==> config.mk <==
export PLATFORM = sky130hd
export DESIGN_NAME = raster_fill_engine
export DESIGN_NICKNAME = d
export VERILOG_FILES = /design/src/rtl/raster_pkg.sv /design/src/rtl/raster_span_walker.sv /design/src/rtl/raster_fill_engine.sv
export SDC_FILE = /design/constraint.sdc
export NUM_CORES = 1
export LEC_CHECK = 0
export CAP_MARGIN = 20
export CORE_MARGIN = 5
export CORE_UTILIZATION = 40
export DETAILED_ROUTE_END_ITERATION = 10
export SETUP_SLACK_MARGIN = 0.02
export SLEW_MARGIN = 30
export SYNTH_ARGS = -nofsm -noshare
export SYNTH_HDL_FRONTEND = slang
export SYNTH_HIERARCHICAL = 1
export SYNTH_SLANG_ARGS = --single-unit
==> constraint.sdc <==
create_clock -name clk -period 3.8 [get_ports clk]
set_input_delay 1.14 -clock clk [delete_from_list [all_inputs] [get_ports clk]]
set_output_delay 1.14 -clock clk [all_outputs]
set_load 0.01 [all_outputs]
==> src/rtl/raster_pkg.sv <==
// Shared definitions for the raster fill engine.
//   - Command op codes as seen on cmd_op.
//   - FSM state encodings for the engine controller.
//   - A corner-normalise helper that turns two arbitrary corners into an
//     inclusive min/max box.
// Coordinates are handled at CW_MAX bits inside the helper. Callers
// zero-extend into it and slice the result back down to their own width.
package raster_pkg;

    localparam logic [1:0] OP_CLEAR = 2'b00;
    localparam logic [1:0] OP_PLOT  = 2'b01;
    localparam logic [1:0] OP_RECT  = 2'b10;
    localparam logic [1:0] OP_SCAN  = 2'b11;

    typedef logic [2:0] state_t;

    localparam state_t ST_IDLE  = 3'd0;
    localparam state_t ST_CLEAR = 3'd1;
    localparam state_t ST_PLOT  = 3'd2;
    localparam state_t ST_RECT  = 3'd3;
    localparam state_t ST_SCAN  = 3'd4;

    localparam int CW_MAX = 8;

    typedef struct packed {
        logic [CW_MAX-1:0] xmin;
        logic [CW_MAX-1:0] xmax;
        logic [CW_MAX-1:0] ymin;
        logic [CW_MAX-1:0] ymax;
    } rect_t;

    function automatic rect_t normalise(input logic [CW_MAX-1:0] x0,
                                        input logic [CW_MAX-1:0] y0,
                                        input logic [CW_MAX-1:0] x1,
                                        input logic [CW_MAX-1:0] y1);
        rect_t r;
        r.xmin = (x0 < x1) ? x0 : x1;
        r.xmax = (x0 < x1) ? x1 : x0;
        r.ymin = (y0 < y1) ? y0 : y1;
        r.ymax = (y0 < y1) ? y1 : y0;
        return r;
    endfunction

endpackage

==> src/rtl/raster_span_walker.sv <==
// Raster-order walker over an inclusive box. X advances fastest.
// A start pulse loads the box and presents (xmin,ymin) in the next cycle.
// After that it presents one coordinate per cycle until the last coordinate
// (xmax,ymax), which is flagged with last. A start pulse always wins over
// a walk already in progress.
// Ports:
//   clk, rst_n                 clock, async active-low reset
//   start                      load bounds and begin walking
//   xmin, xmax, ymin, ymax     inclusive box, already normalised
//   active                     x/y hold a coordinate to process this cycle
//   x, y                       current coordinate
//   last                       current coordinate is the final one
module raster_span_walker
    import raster_pkg::*;
#(
    parameter int COORD_W = 5
) (
    input  logic               clk,
    input  logic               rst_n,
    input  logic               start,
    input  logic [COORD_W-1:0] xmin,
    input  logic [COORD_W-1:0] xmax,
    input  logic [COORD_W-1:0] ymin,
    input  logic [COORD_W-1:0] ymax,
    output logic               active,
    output logic [COORD_W-1:0] x,
    output logic [COORD_W-1:0] y,
    output logic               last
);

    logic [COORD_W-1:0] xmin_q;
    logic [COORD_W-1:0] xmax_q;
    logic [COORD_W-1:0] ymax_q;

    assign last = active && (x == xmax_q) && (y == ymax_q);

    always_ff @(posedge clk or negedge rst_n) begin
        if (!rst_n) begin
            active <= 1'b0;
            x      <= '0;
            y      <= '0;
            xmin_q <= '0;
            xmax_q <= '0;
            ymax_q <= '0;
        end else if (start) begin
            active <= 1'b1;
            x      <= xmin;
            y      <= ymin;
            xmin_q <= xmin;
            xmax_q <= xmax;
            ymax_q <= ymax;
        end else if (active) begin
            if (x == xmax_q) begin
                x <= xmin_q;
                if (y == ymax_q) begin
                    active <= 1'b0;
                end else begin
                    y <= y + 1'b1;
                end
            end else begin
                x <= x + 1'b1;
            end
        end
    end

endmodule

==> src/rtl/raster_fill_engine.sv <==
// GRID_W x GRID_H 1-bit framebuffer with a valid/ready command port and a
// backpressured row-scanout port. The engine executes one command at a time.
//
// Optional feature macro: RASTER_XOR_EN
//   Defined:   PLOT/RECT with cmd_xor=1 invert the target pixel, ignoring
//              cmd_color.
//   Undefined: cmd_xor is ignored, and cmd_color is always written.
//
// Ports:
//   clk, rst_n         clock, async active-low reset
//   cmd_valid/ready    command handshake (ready only while idle)
//   cmd_op             00 CLEAR, 01 PLOT, 10 RECT, 11 SCAN
//   cmd_x0/y0/x1/y1    corners (PLOT uses x0/y0 only)
//   cmd_color          pixel value for PLOT/RECT
//   cmd_xor            XOR draw request
//   row_valid/ready    scanout handshake
//   row_data, row_idx  presented row (bit i = column i) and its number
//   done               one-cycle pulse when a command completes
//
// state    | meaning
// ---------+----------------------------------------------------------
// ST_IDLE  | waiting for a command; cmd_ready high
// ST_CLEAR | zeroing row row_cnt, one row per cycle
// ST_PLOT  | writing the single pixel produced by the walker
// ST_RECT  | writing one walker pixel per cycle until the walker's last
// ST_SCAN  | presenting row row_cnt; advance on row handshake
module raster_fill_engine
    import raster_pkg::*;
#(
    parameter int GRID_W  = 8,
    parameter int GRID_H  = 8,
    parameter int COORD_W = 5
) (
    input  logic               clk,
    input  logic               rst_n,
    input  logic               cmd_valid,
    output logic               cmd_ready,
    input  logic [1:0]         cmd_op,
    input  logic [COORD_W-1:0] cmd_x0,
    input  logic [COORD_W-1:0] cmd_y0,
    input  logic [COORD_W-1:0] cmd_x1,
    input  logic [COORD_W-1:0] cmd_y1,
    input  logic               cmd_color,
    input  logic               cmd_xor,
    output logic               row_valid,
    input  logic               row_ready,
    output logic [GRID_W-1:0]  row_data,
    output logic [COORD_W-1:0] row_idx,
    output logic               done
);

    localparam int COL_AW = (GRID_W > 1) ? $clog2(GRID_W) : 1;
    localparam int ROW_AW = (GRID_H > 1) ? $clog2(GRID_H) : 1;
    localparam logic [COORD_W:0] GRID_W_C = (COORD_W+1)'(GRID_W);
    localparam logic [COORD_W:0] GRID_H_C = (COORD_W+1)'(GRID_H);
    localparam logic [ROW_AW-1:0] LAST_ROW = ROW_AW'(GRID_H - 1);

    state_t             state;
    logic               color_q;
    logic [ROW_AW-1:0]  row_cnt;
    logic [GRID_W-1:0]  fb [GRID_H];

    logic               accept;
    logic               walk_start;
    rect_t              nrm;
    logic [4*CW_MAX-1:0] nrm_unused;
    logic [COORD_W-1:0] box_x1;
    logic [COORD_W-1:0] box_y1;

    logic               walk_active;
    logic               walk_last;
    logic [COORD_W-1:0] walk_x;
    logic [COORD_W-1:0] walk_y;

    logic               pix_in_grid;
    logic [COL_AW-1:0]  pix_col;
    logic [ROW_AW-1:0]  pix_row;
    logic               pix_val;

    assign cmd_ready = (state == ST_IDLE);
    assign accept    = cmd_valid && cmd_ready;

    // PLOT goes through the walker as a degenerate 1x1 box. That gives it the
    // same write path and the same timing as a 1x1 RECT.
    assign box_x1     = (cmd_op == OP_PLOT) ? cmd_x0 : cmd_x1;
    assign box_y1     = (cmd_op == OP_PLOT) ? cmd_y0 : cmd_y1;
    assign nrm        = normalise(CW_MAX'(cmd_x0), CW_MAX'(cmd_y0),
                                  CW_MAX'(box_x1), CW_MAX'(box_y1));
    assign nrm_unused = nrm;
    assign walk_start = accept && ((cmd_op == OP_PLOT) || (cmd_op == OP_RECT));

    raster_span_walker #(
        .COORD_W (COORD_W)
    ) u_walker (
        .clk    (clk),
        .rst_n  (rst_n),
        .start  (walk_start),
        .xmin   (nrm.xmin[COORD_W-1:0]),
        .xmax   (nrm.xmax[COORD_W-1:0]),
        .ymin   (nrm.ymin[COORD_W-1:0]),
        .ymax   (nrm.ymax[COORD_W-1:0]),
        .active (walk_active),
        .x      (walk_x),
        .y      (walk_y),
        .last   (walk_last)
    );

    // Out-of-grid coordinates still take their cycle. The write is simply
    // suppressed, so latency depends only on the box size.
    assign pix_in_grid = ({1'b0, walk_x} < GRID_W_C) && ({1'b0, walk_y} < GRID_H_C);
    assign pix_col     = walk_x[COL_AW-1:0];
    assign pix_row     = walk_y[ROW_AW-1:0];

`ifdef RASTER_XOR_EN
    logic xor_q;

    always_ff @(posedge clk or negedge rst_n) begin
        if (!rst_n) begin
            xor_q <= 1'b0;
        end else if (accept) begin
            xor_q <= cmd_xor;
        end
    end

    assign pix_val = xor_q ? ~fb[pix_row][pix_col] : color_q;
`else
    logic xor_unused;
    assign xor_unused = cmd_xor;
    assign pix_val    = color_q;
`endif

    assign row_valid = (state == ST_SCAN);
    assign row_data  = row_valid ? fb[row_cnt] : '0;
    assign row_idx   = row_valid ? COORD_W'(row_cnt) : '0;

    always_ff @(posedge clk or negedge rst_n) begin
        if (!rst_n) begin
            state   <= ST_IDLE;
            color_q <= 1'b0;
            row_cnt <= '0;
            done    <= 1'b0;
            for (int r = 0; r < GRID_H; r++) begin
                fb[r] <= '0;
            end
        end else begin
            done <= 1'b0;
            case (state)
                ST_IDLE: begin
                    if (accept) begin
                        color_q <= cmd_color;
                        row_cnt <= '0;
                        case (cmd_op)
                            OP_CLEAR: state <= ST_CLEAR;
                            OP_PLOT:  state <= ST_PLOT;
                            OP_RECT:  state <= ST_RECT;
                            default:  state <= ST_SCAN;
                        endcase
                    end
                end
                ST_CLEAR: begin
                    fb[row_cnt] <= '0;
                    if (row_cnt == LAST_ROW) begin
                        row_cnt <= '0;
                        state   <= ST_IDLE;
                        done    <= 1'b1;
                    end else begin
                        row_cnt <= row_cnt + 1'b1;
                    end
                end
                ST_PLOT, ST_RECT: begin
                    if (walk_active && pix_in_grid) begin
                        fb[pix_row][pix_col] <= pix_val;
                    end
                    if (walk_last) begin
                        state <= ST_IDLE;
                        done  <= 1'b1;
                    end
                end
                ST_SCAN: begin
                    if (row_ready) begin
                        if (row_cnt == LAST_ROW) begin
                            row_cnt <= '0;
                            state   <= ST_IDLE;
                            done    <= 1'b1;
                        end else begin
                            row_cnt <= row_cnt + 1'b1;
                        end
                    end
                end
                default: state <= ST_IDLE;
            endcase
        end
    end

endmodule

# Word level (Yosys, flattened, before mapping)

Index checks and enable logic that the tools add are counted.

Flip-flop bits (word level): 98
Latch bits: 0
Bits in writable memories: 0
Bits in read-only memories: 0
Input bits: 28
Output and inout port bits: 16
Logic and storage cells: 116
Memories: 0

$add $sub $neg: 3
$mul: 0
Div/mod/pow operators: 0
$lt $le $gt $ge: 10
Equality and inequality tests: 14
Shifts and indexed selects: 0
Mux-type cells: 45
Bitwise operators: 4
Reduce and logical (&&, ||, !) cells: 22

Operators with widths:

| kind                                                                    | number |
|---|---|
| 64-bit case mux with 2 select lines                                     | 1 |
| 5-bit 2-to-1 mux                                                        | 13 |
| 64-bit AND                                                              | 1 |
| 64-bit bitwise mux                                                      | 1 |
| 64-bit 2-to-1 mux                                                       | 1 |
| 64-bit inverter                                                         | 1 |
| 8-bit demux with 3-bit select                                           | 2 |
| 8-bit 2-to-1 mux                                                        | 5 |
| 8-bit binary-select mux with 3-bit select                               | 1 |
| 3-bit 2-to-1 mux                                                        | 8 |
| 3-bit case mux with 3 select lines                                      | 2 |
| 3-bit case mux with 4 select lines                                      | 1 |
| 5-bit by 1-bit adder with 5-bit output, second input constant           | 2 |
| 5-bit == test                                                           | 2 |
| 5-bit by 4-bit < comparator with 1-bit output, second input constant    | 2 |
| 5-bit < comparator                                                      | 2 |
| 1-bit logical AND                                                       | 9 |
| 3-bit AND reduction                                                     | 3 |
| 4-bit greater-or-equal comparator, second input constant                | 2 |
| 4-bit by 1-bit < comparator with 1-bit output, second input constant    | 2 |
| 1-bit 2-to-1 mux                                                        | 8 |
| 2-bit by 1-bit inequality test with 1-bit output, second input constant | 4 |
| 3-bit inverter with 4-bit output                                        | 2 |
| 3-bit by 2-bit == test with 1-bit output, second input constant         | 2 |
| other kinds (17)                                                        | 21 |

# Logic depth before layout (Yosys ltp)

Gate-level depths: netlist of run 1.

Depth in word-level cells: 9
Depth in mapped cells: 12
Mapped depth without buffers: 10

# Modules after synthesis

The synthesis of run 1 kept the hierarchy.

By module, submodules not included:

| module             | instances | cells an instance | area an instance (um^2) | sequential area each (um^2) |
|---|---|---|---|---|
| raster_fill_engine | 1         | 524               | 4873.4                  | 1801.7 |
| raster_span_walker | 1         | 120               | 1345.0                  | 650.6 |

# Least setup slack after synthesis of run 1

Ideal clock, no wire load.

Path kind: input to register
Start: input port cmd_op[1]
End: register u_walker.ymax_q[2]
Library setup time: 0.125 ns
Arrival: 3.432 ns
Required time: 3.675 ns
Path slack: 0.243 ns
Stages on the path: 12
Buffers on the path: 3
Cell sequence: inv_1 ha_1 buf_2 buf_1 mux2i_1 ha_1 a21oi_1 o221ai_1 clkbuf_1 nand2_1 o21ai_0 mux2_2

RTL lines:

| what                 | RTL line                 | source |
|---|---|---|
| from (decl)          | raster_fill_engine.sv:38 | `input logic [1:0] cmd_op,` |
| to (signal assigned) | raster_span_walker.sv:51 | `ymax_q <= ymax;` |
| to (decl)            | raster_span_walker.sv:33 | `logic [COORD_W-1:0] ymax_q;` |

# Worst setup path after layout of run 1

Start: register row_cnt[2]
End: output port row_data[3]

Longest elaborated chain between the ends: 5

Ends and longest elaborated chain:

| what                                                   | RTL line                  | source |
|---|---|---|
| from (decl)                                            | raster_fill_engine.sv:60  | `logic [ROW_AW-1:0] row_cnt;` |
| from (signal assigned)                                 | raster_fill_engine.sv:167 | `row_cnt <= row_cnt + 1'b1;` |
| from (signal assigned)                                 | raster_fill_engine.sv:186 | `row_cnt <= row_cnt + 1'b1;` |
| 3-bit inverter with 4-bit output (implied by the code) | raster_fill_engine.sv:133 | `assign row_data = row_valid ? fb[row_cnt] : '0;` |
| 8-bit binary-select mux with 3-bit select              | raster_fill_engine.sv:133 |  |
| 8-bit 2-to-1 mux (implied by the code) (2 in series)   | raster_fill_engine.sv:133 |  |
| 8-bit 2-to-1 mux                                       | raster_fill_engine.sv:133 |  |
| to (decl)                                              | raster_fill_engine.sv:47  | `output logic [GRID_W-1:0] row_data,` |

No other way between the ends. The select of a mux whose other input is x is not followed.

==> results of run 1 <==
-- report_power, final --
part	internal, mW	switching (mW)	leakage [nW]
sequential	1.22	0.323	1.30
combinational	0.760	1.24	1.35
clock	0.509	0.413	0.136
total	2.49	1.97	2.78
-- logic make-up after synthesis --
logic type | Yosys count | synth area share
AOI/OAI and AO/OA | 192 | 0.221
other | 1 | 0.000603
xor gates and xnor gates | 15 | 0.0211
adders and majority gates | 16 | 0.0322
and+or+nand+nor | 228 | 0.199
DFF | 98 | 0.394
buffers and inverters | 50 | 0.0402
muxes | 44 | 0.0909
-- Yosys cell counts (6+ instances only) --
library cell	number
clkbuf_1	11
mux2_2	20
nor3b_1	7
o21ai_0	34
nand2b_1	16
nand3_1	56
a22o_1	21
xor2_1	8
o2bb2ai_1	21
buf_4	7
inv_1	8
a31oi_1	22
nand2_1	41
nor2_1	49
nor3_1	7
or3_1	6
mux2i_1	16
dfrtp_1	98
a21oi_1	34
nor2b_1	10
buf_2	16
xnor2_1	7
o31ai_1	15
o21ai_1	7
mux4_2	8
ha_1	16
-- layout make-up --
type	instances	area, um2
Multi-Input combinational cell	497	3530
Inverter	8	30.0
Fill cell	1468	8070
Sequential cell	98	2450
Tap cell	188	235
Timing Repair Buffer	62	601
Clock buffer	11	233
Clock inverter	5	55.1
-- timing repair --
action                                  CTS  global route
endpoints found under the hold margin     0             0
gates resized for setup                   0             1
endpoints found under the setup margin    0             4
-- through the flow --
stage               std cells  hold WS, ps  setup WS, ps  utilization
global placement          853          471          61.6        0.450
floorplan                 645          449           243            -
CTS                       869          494          24.7        0.469
detailed placement        853          475          11.1        0.450
finish                    869          494           210        0.469
global route              869          506          31.3        0.469
-- final timing paths --
path | from | end | slack (ps) | cells after the start
hold / removal | fb[31] | fb[31] | 490 | 1
hold reg to reg | fb[31] | fb[31] | 490 | 1
setup / recovery | row_cnt[2] | row_data[3] | 210 | 6
min in group asynchronous | rst_n | row_cnt[1] | 840 | 1
max in group asynchronous | rst_n | fb[28] | 2260 | 2
setup reg to reg | state[2] | fb[47] | 1420 | 5
-- state kept, by name (all words and copies together), names as in the netlist --
signal           flops
fb                  64
u_walker/x           5
u_walker/xmax_q      5
u_walker/xmin_q      5
u_walker/y           5
u_walker/ymax_q      5
row_cnt              3
state                3
color_q              1
done                 1
u_walker/active      1
-- cells in the final DEF (no fill, tap or decap), drive strengths merged, types with 22 or more instances in the layout --
cell type      Yosys  layout
o21ai             41      41
dfrtp             98      98
a31oi             22      22
buf               30      23
nand3             56      56
nor2              49      49
clkdlybuf4s50      0      39
nand2             41      41
a21oi             34      34
-- critical path, delay by kind of cell (launching register included) --
kind	cells	cell delay, ps
and+or+nand+nor	2	330
AOI/OAI and AO/OA	2	410
DFF	1	580
buffers and inverters	2	770
-- routing by layer --
layer | global-route usage | vias up
met5 | 0 | -
met3 | 0.0440 | 23
met2 | 0.298 | 152
met1 | 0.264 | 2586
met4 | 0.0611 | 0
li1 | - | 2490
==> flow_summary_export.csv, run 1 <==
group,metric,value,unit
run_status,status,"finished, final reports clean",
clocking,cts_sinks,98,
clocking,cts_buffers,9,
detailed_routing,wl_met1,7720,um
pwr,peakVddDrop,0.000295,V
synth,syn_area,6220,um2
detailed_routing,drc,0,
timing,final.setup_skew,11.4,ps
floorplan,fp.dieW,135,um
synth,synth_cells,644,
synth,synthTopCellsByArea,"dfrtp_1 (39%), nand3_1 (4.5%), mux2_2 (3.6%), ha_1 (3.2%), a22o_1 (3.0%)",
global_routing,overflow,0,
placed_design,gp_congestion,0.867,
clocking,cts_max_level,3,
floorplan,die_height,135,um
detailed_routing,vias,5251,
clocking,clock_latency,360,ps
global_routing,grt_max_degree,53,
pwr,powerDensity,625,nW/um2
critical_path,path_class,"reg2out",
detailed_routing,top_layer,"met4",
detailed_routing,viasPerCell,6.04,
critical_path,cp.required,2660,ps
pwr,power,4.46,mW
critical_path,critPathSlowestCell,"dfrtp_2",
cells_and_area,design_area,7130,um2
synth,synth_top_area_frac,0.394,
clocking,postCtsSetupRepairBufs,0,
critical_path,max_stage_delay,580,ps
critical_path,critPathMaxFanout,17,
cells_and_area,drive_gt1_frac,0.125,
clocking,cts_root_buf,"clkbuf_16",
synth,avgSynthCellArea,9.66,um2
timing,hold_viol,0,
critical_path,worstPathArrival,2450,ps
detailed_routing,antenna_left,0,
cells_and_area,nets,720,
clocking,path_clk_slew,70,ps
floorplan,rows,45,
synth,postSynth.asyncResetShare,1.00,
timing,finalSetupTns,0,ps
placed_design,io_buffers,40,
detailed_routing,wl_met2,7780,um
timing,rsz0062_at_grt,"no",
synth,ys_types,68,
floorplan,die_area,18100,um2
synth,synth-edff-count,0,
critical_path,critPathCaptureType,"output port",
detailed_routing,routed_wl,16700,um
synth,yosys_warnings,6,
timing,maxSlewViolCount,0,
critical_path,critPathLaunchType,"register",
timing,finalSetupViolations,0,
hold_path,hp-class,"reg2reg",
synth,ys_ff_latch,98,
global_routing,grt_pass1_wl,27900,um
placed_design,dp_hpwl,12200,um
floorplan,io_pins,44,
floorplan,initial_core_util,0.409,
synth,seq_area_frac_synth,0.394,
pwr,power.leakage,2.78,nW
critical_path,cp_cell_sequence,"buf_4, nor2_1, nand2_1, a31oi_1, o21a_1, clkdlybuf4s50_1",
timing,layout_min_cycle_time,3590,ps
timing,clock.fmax,0.279,GHz
timing,maxSlewHeadroom,0.464,
timing,period_share,0.945,
placed_design,place_area,6840,um2
global_routing,grtUsageTotal,0.191,
cells_and_area,areaGrowthSynthToFinish,14.7,%
clocking,hold_buffers,0,
clocking,cts.path.max_buffers,2,
timing,worst_pin_slew,804,ps
detailed_routing,drt_first_pass_iters,5,
synth,ys.flop_type,"dfrtp_1",
job,cap_violations,0,
synth,synth_area_leader_cell,"dfrtp_1",
global_routing,antenna_found_initial,0,
detailed_routing,drtIter0Drc,491,
global_routing,grt_pass1_vias,5254,
clocking,cts_tree,"done",
detailed_routing,drt-wirelength-per-cell,19.2,um
detailed_routing,dr_wl_met3,949,um
floorplan,coreArea,15200,um2
cells_and_area,diodes,0,
Note: power is estimated with default switching activity, not from simulation.
==> run 2, diff against run 1 <==
--- a/config.mk
+++ b/config.mk
@@ -10,7 +10,7 @@
 export CORE_UTILIZATION = 40
 export DETAILED_ROUTE_END_ITERATION = 10
 export SETUP_SLACK_MARGIN = 0.02
-export SLEW_MARGIN = 30
+export SLEW_MARGIN = 10
 export SYNTH_ARGS = -nofsm -noshare
 export SYNTH_HDL_FRONTEND = slang
 export SYNTH_HIERARCHICAL = 1
==> run 2 against run 1 <==
  * Register-to-register slack hardly changed
  * Cell count stayed put
  * Design area barely moved
  * Non-clock buffer count stayed put
  * Fmax fell by 0.12%
  * Core utilization about the same
  * Die area unchanged
  * Count of clock-buffer cells in the layout is the same
  * Power is essentially flat
  * Global-route usage is the same
  * Critical endpoint unchanged
  * Largest cell class unchanged
  * Highest routed layer unchanged
==> flow_summary_export.csv, run 2 (synthesis gave the netlist of run 1 again) <==
group,metric,value,unit
run_status,status,"finished, final reports clean",
clocking,postCtsSetupRepairBufs,0,
detailed_routing,wl_met1,7770,um
placed_design,io_buffers,40,
cells_and_area,nFillCells,1468,
detailed_routing,drt_first_pass_iters,5,
floorplan,fp.dieW,135,um
pwr,peakVddDrop,0.000296,V
cells_and_area,post-route-util,0.469,
cells_and_area,largest-register,"fb",
global_routing,grt_max_degree,53,
detailed_routing,drc,0,
cells_and_area,multi_input_area,3520,um2
cells_and_area,areaGrowthSynthToFinish,14.7,%
cells_and_area,drive_gt1_frac,0.123,
critical_path,critPathMaxFanout,17,
floorplan,die_height,135,um
global_routing,antenna_found_initial,0,
job,cap_violations,0,
cells_and_area,diodes,0,
floorplan,die_area,18100,um2
floorplan,rows,45,
detailed_routing,top_layer,"met4",
cells_and_area,largest_reg_flops,64,
clocking,cts_buffers,9,
detailed_routing,wl_met2,7800,um
timing,finalSetupViolations,0,
placed_design,gp_congestion,0.867,
timing,hold_viol,0,
timing,clock.fmax,0.278,GHz
critical_path,path_class,"reg2out",
timing,layout_min_cycle_time,3590,ps
critical_path,worstPathArrival,2450,ps
timing,finalSetupTns,0,ps
clocking,clock_latency,360,ps
timing,worst_pin_slew,1000,ps
detailed_routing,dr_wl_met3,927,um
clocking,cts_root_buf,"clkbuf_16",
detailed_routing,drtIter0Drc,492,
timing,final.setup_skew,11.3,ps
detailed_routing,drt-wirelength-per-cell,19.3,um
critical_path,critPathCaptureType,"output port",
detailed_routing,antenna_left,0,
timing,period_share,0.946,
pwr,power,4.46,mW
global_routing,grt_pass1_wl,27900,um
clocking,hold_buffers,0,
critical_path,cp.required,2660,ps
pwr,power.leakage,2.78,nW
floorplan,coreArea,15200,um2
placed_design,dp_hpwl,12200,um
timing,maxSlewViolCount,0,
hold_path,hp-class,"reg2reg",
critical_path,cp_cell_sequence,"buf_4, nor2_1, nand2_1, a31oi_1, o21a_1, clkdlybuf4s50_1",
clocking,cts.path.max_buffers,2,
critical_path,critPathLaunchType,"register",
placed_design,dp.cells,853,
detailed_routing,routed_wl,16700,um
floorplan,io_pins,44,
cells_and_area,final_cell_mix,"dfrtp_1 (97), nand3_1 (56), nor2_1 (49), nand2_1 (41), clkdlybuf4s50_1 (39)",
detailed_routing,viasPerCell,6.06,
clocking,cts_sinks,98,
timing,rsz0062_at_grt,"no",
clocking,cts-resized-gates,0,
critical_path,max_stage_delay,580,ps
timing,maxSlewHeadroom,0.330,
global_routing,grt_pass1_vias,5254,
clocking,cts_max_level,3,
floorplan,initial_core_util,0.409,
clocking,cts_tree,"done",
global_routing,grtUsageTotal,0.191,
cells_and_area,nets,720,
cells_and_area,seqCellArea,2450,um2
pwr,powerDensity,625,nW/um2
global_routing,overflow,0,
cells_and_area,final_cells,869,
clocking,path_clk_slew,70,ps
detailed_routing,vias,5262,
cells_and_area,layout_commonest_cell,"dfrtp_1",
critical_path,critPathSlowestCell,"dfrtp_2",
==> run 2: cell count changes in the layout (fill, tap and decap cells not counted) <==
| cell | change |
|---|---|
| nor2b_1 | +1 |
| nor2b_2 | -1 |
==> run 2: power breakdown <==
group / internal [mW] / total, mW / switching, mW
clock: 0.509 / 0.922 / 0.413
sequential: 1.22 / 1.54 / 0.324
combinational: 0.759 / 1.99 / 1.23
==> run 2: path summary, 6_finish.rpt <==
kind                            start     endpoint  slack (ps)  depth (start not counted)
max                        row_cnt[2]  row_data[3]         210                          6
min                            fb[31]       fb[31]         490                          1
max reg2reg                  state[2]       fb[47]        1420                          5
min reg2reg                    fb[31]       fb[31]         490                          1
max in group asynchronous       rst_n       fb[28]        2270                          2
min in group asynchronous       rst_n   row_cnt[1]         830                          1
==> run 2: layout make-up <==
class | instances | area share
clock buffers | 11 | 0.0326
clock inverters | 5 | 0.00772
inverters | 8 | 0.00421
multi-input cells | 497 | 0.494
flip-flops and latches | 98 | 0.344
well taps | 188 | 0.0330
repair buffers | 62 | 0.0842
==> run 2: per-stage QoR <==
| step | setup slack (ps) | area, um2 | hold slack, ps |
|---|---|---|---|
| final | 206 | 7130 | 494 |
| after global routing | 31.3 | 7130 | 506 |
| after CTS | 24.7 | 7130 | 494 |
| after detailed placement | 11.1 | 6840 | 475 |
| after global placement | 61.6 | 6840 | 471 |
| after floorplan | 243 | 6220 | 449 |
==> run 2: worst max-delay path: cells and delay by family (launching register included) <==
family | cells | cell delay (ps)
buf+inv | 2 | 770
flops | 1 | 580
compound gates | 2 | 410
simple gates | 2 | 340
==> run 2: routing by layer <==
layer  up-vias  global-route usage
met1      2592               0.264
met2       158               0.298
li1       2489                   -
met4         0              0.0611
met5         -                   0
met3        23              0.0440
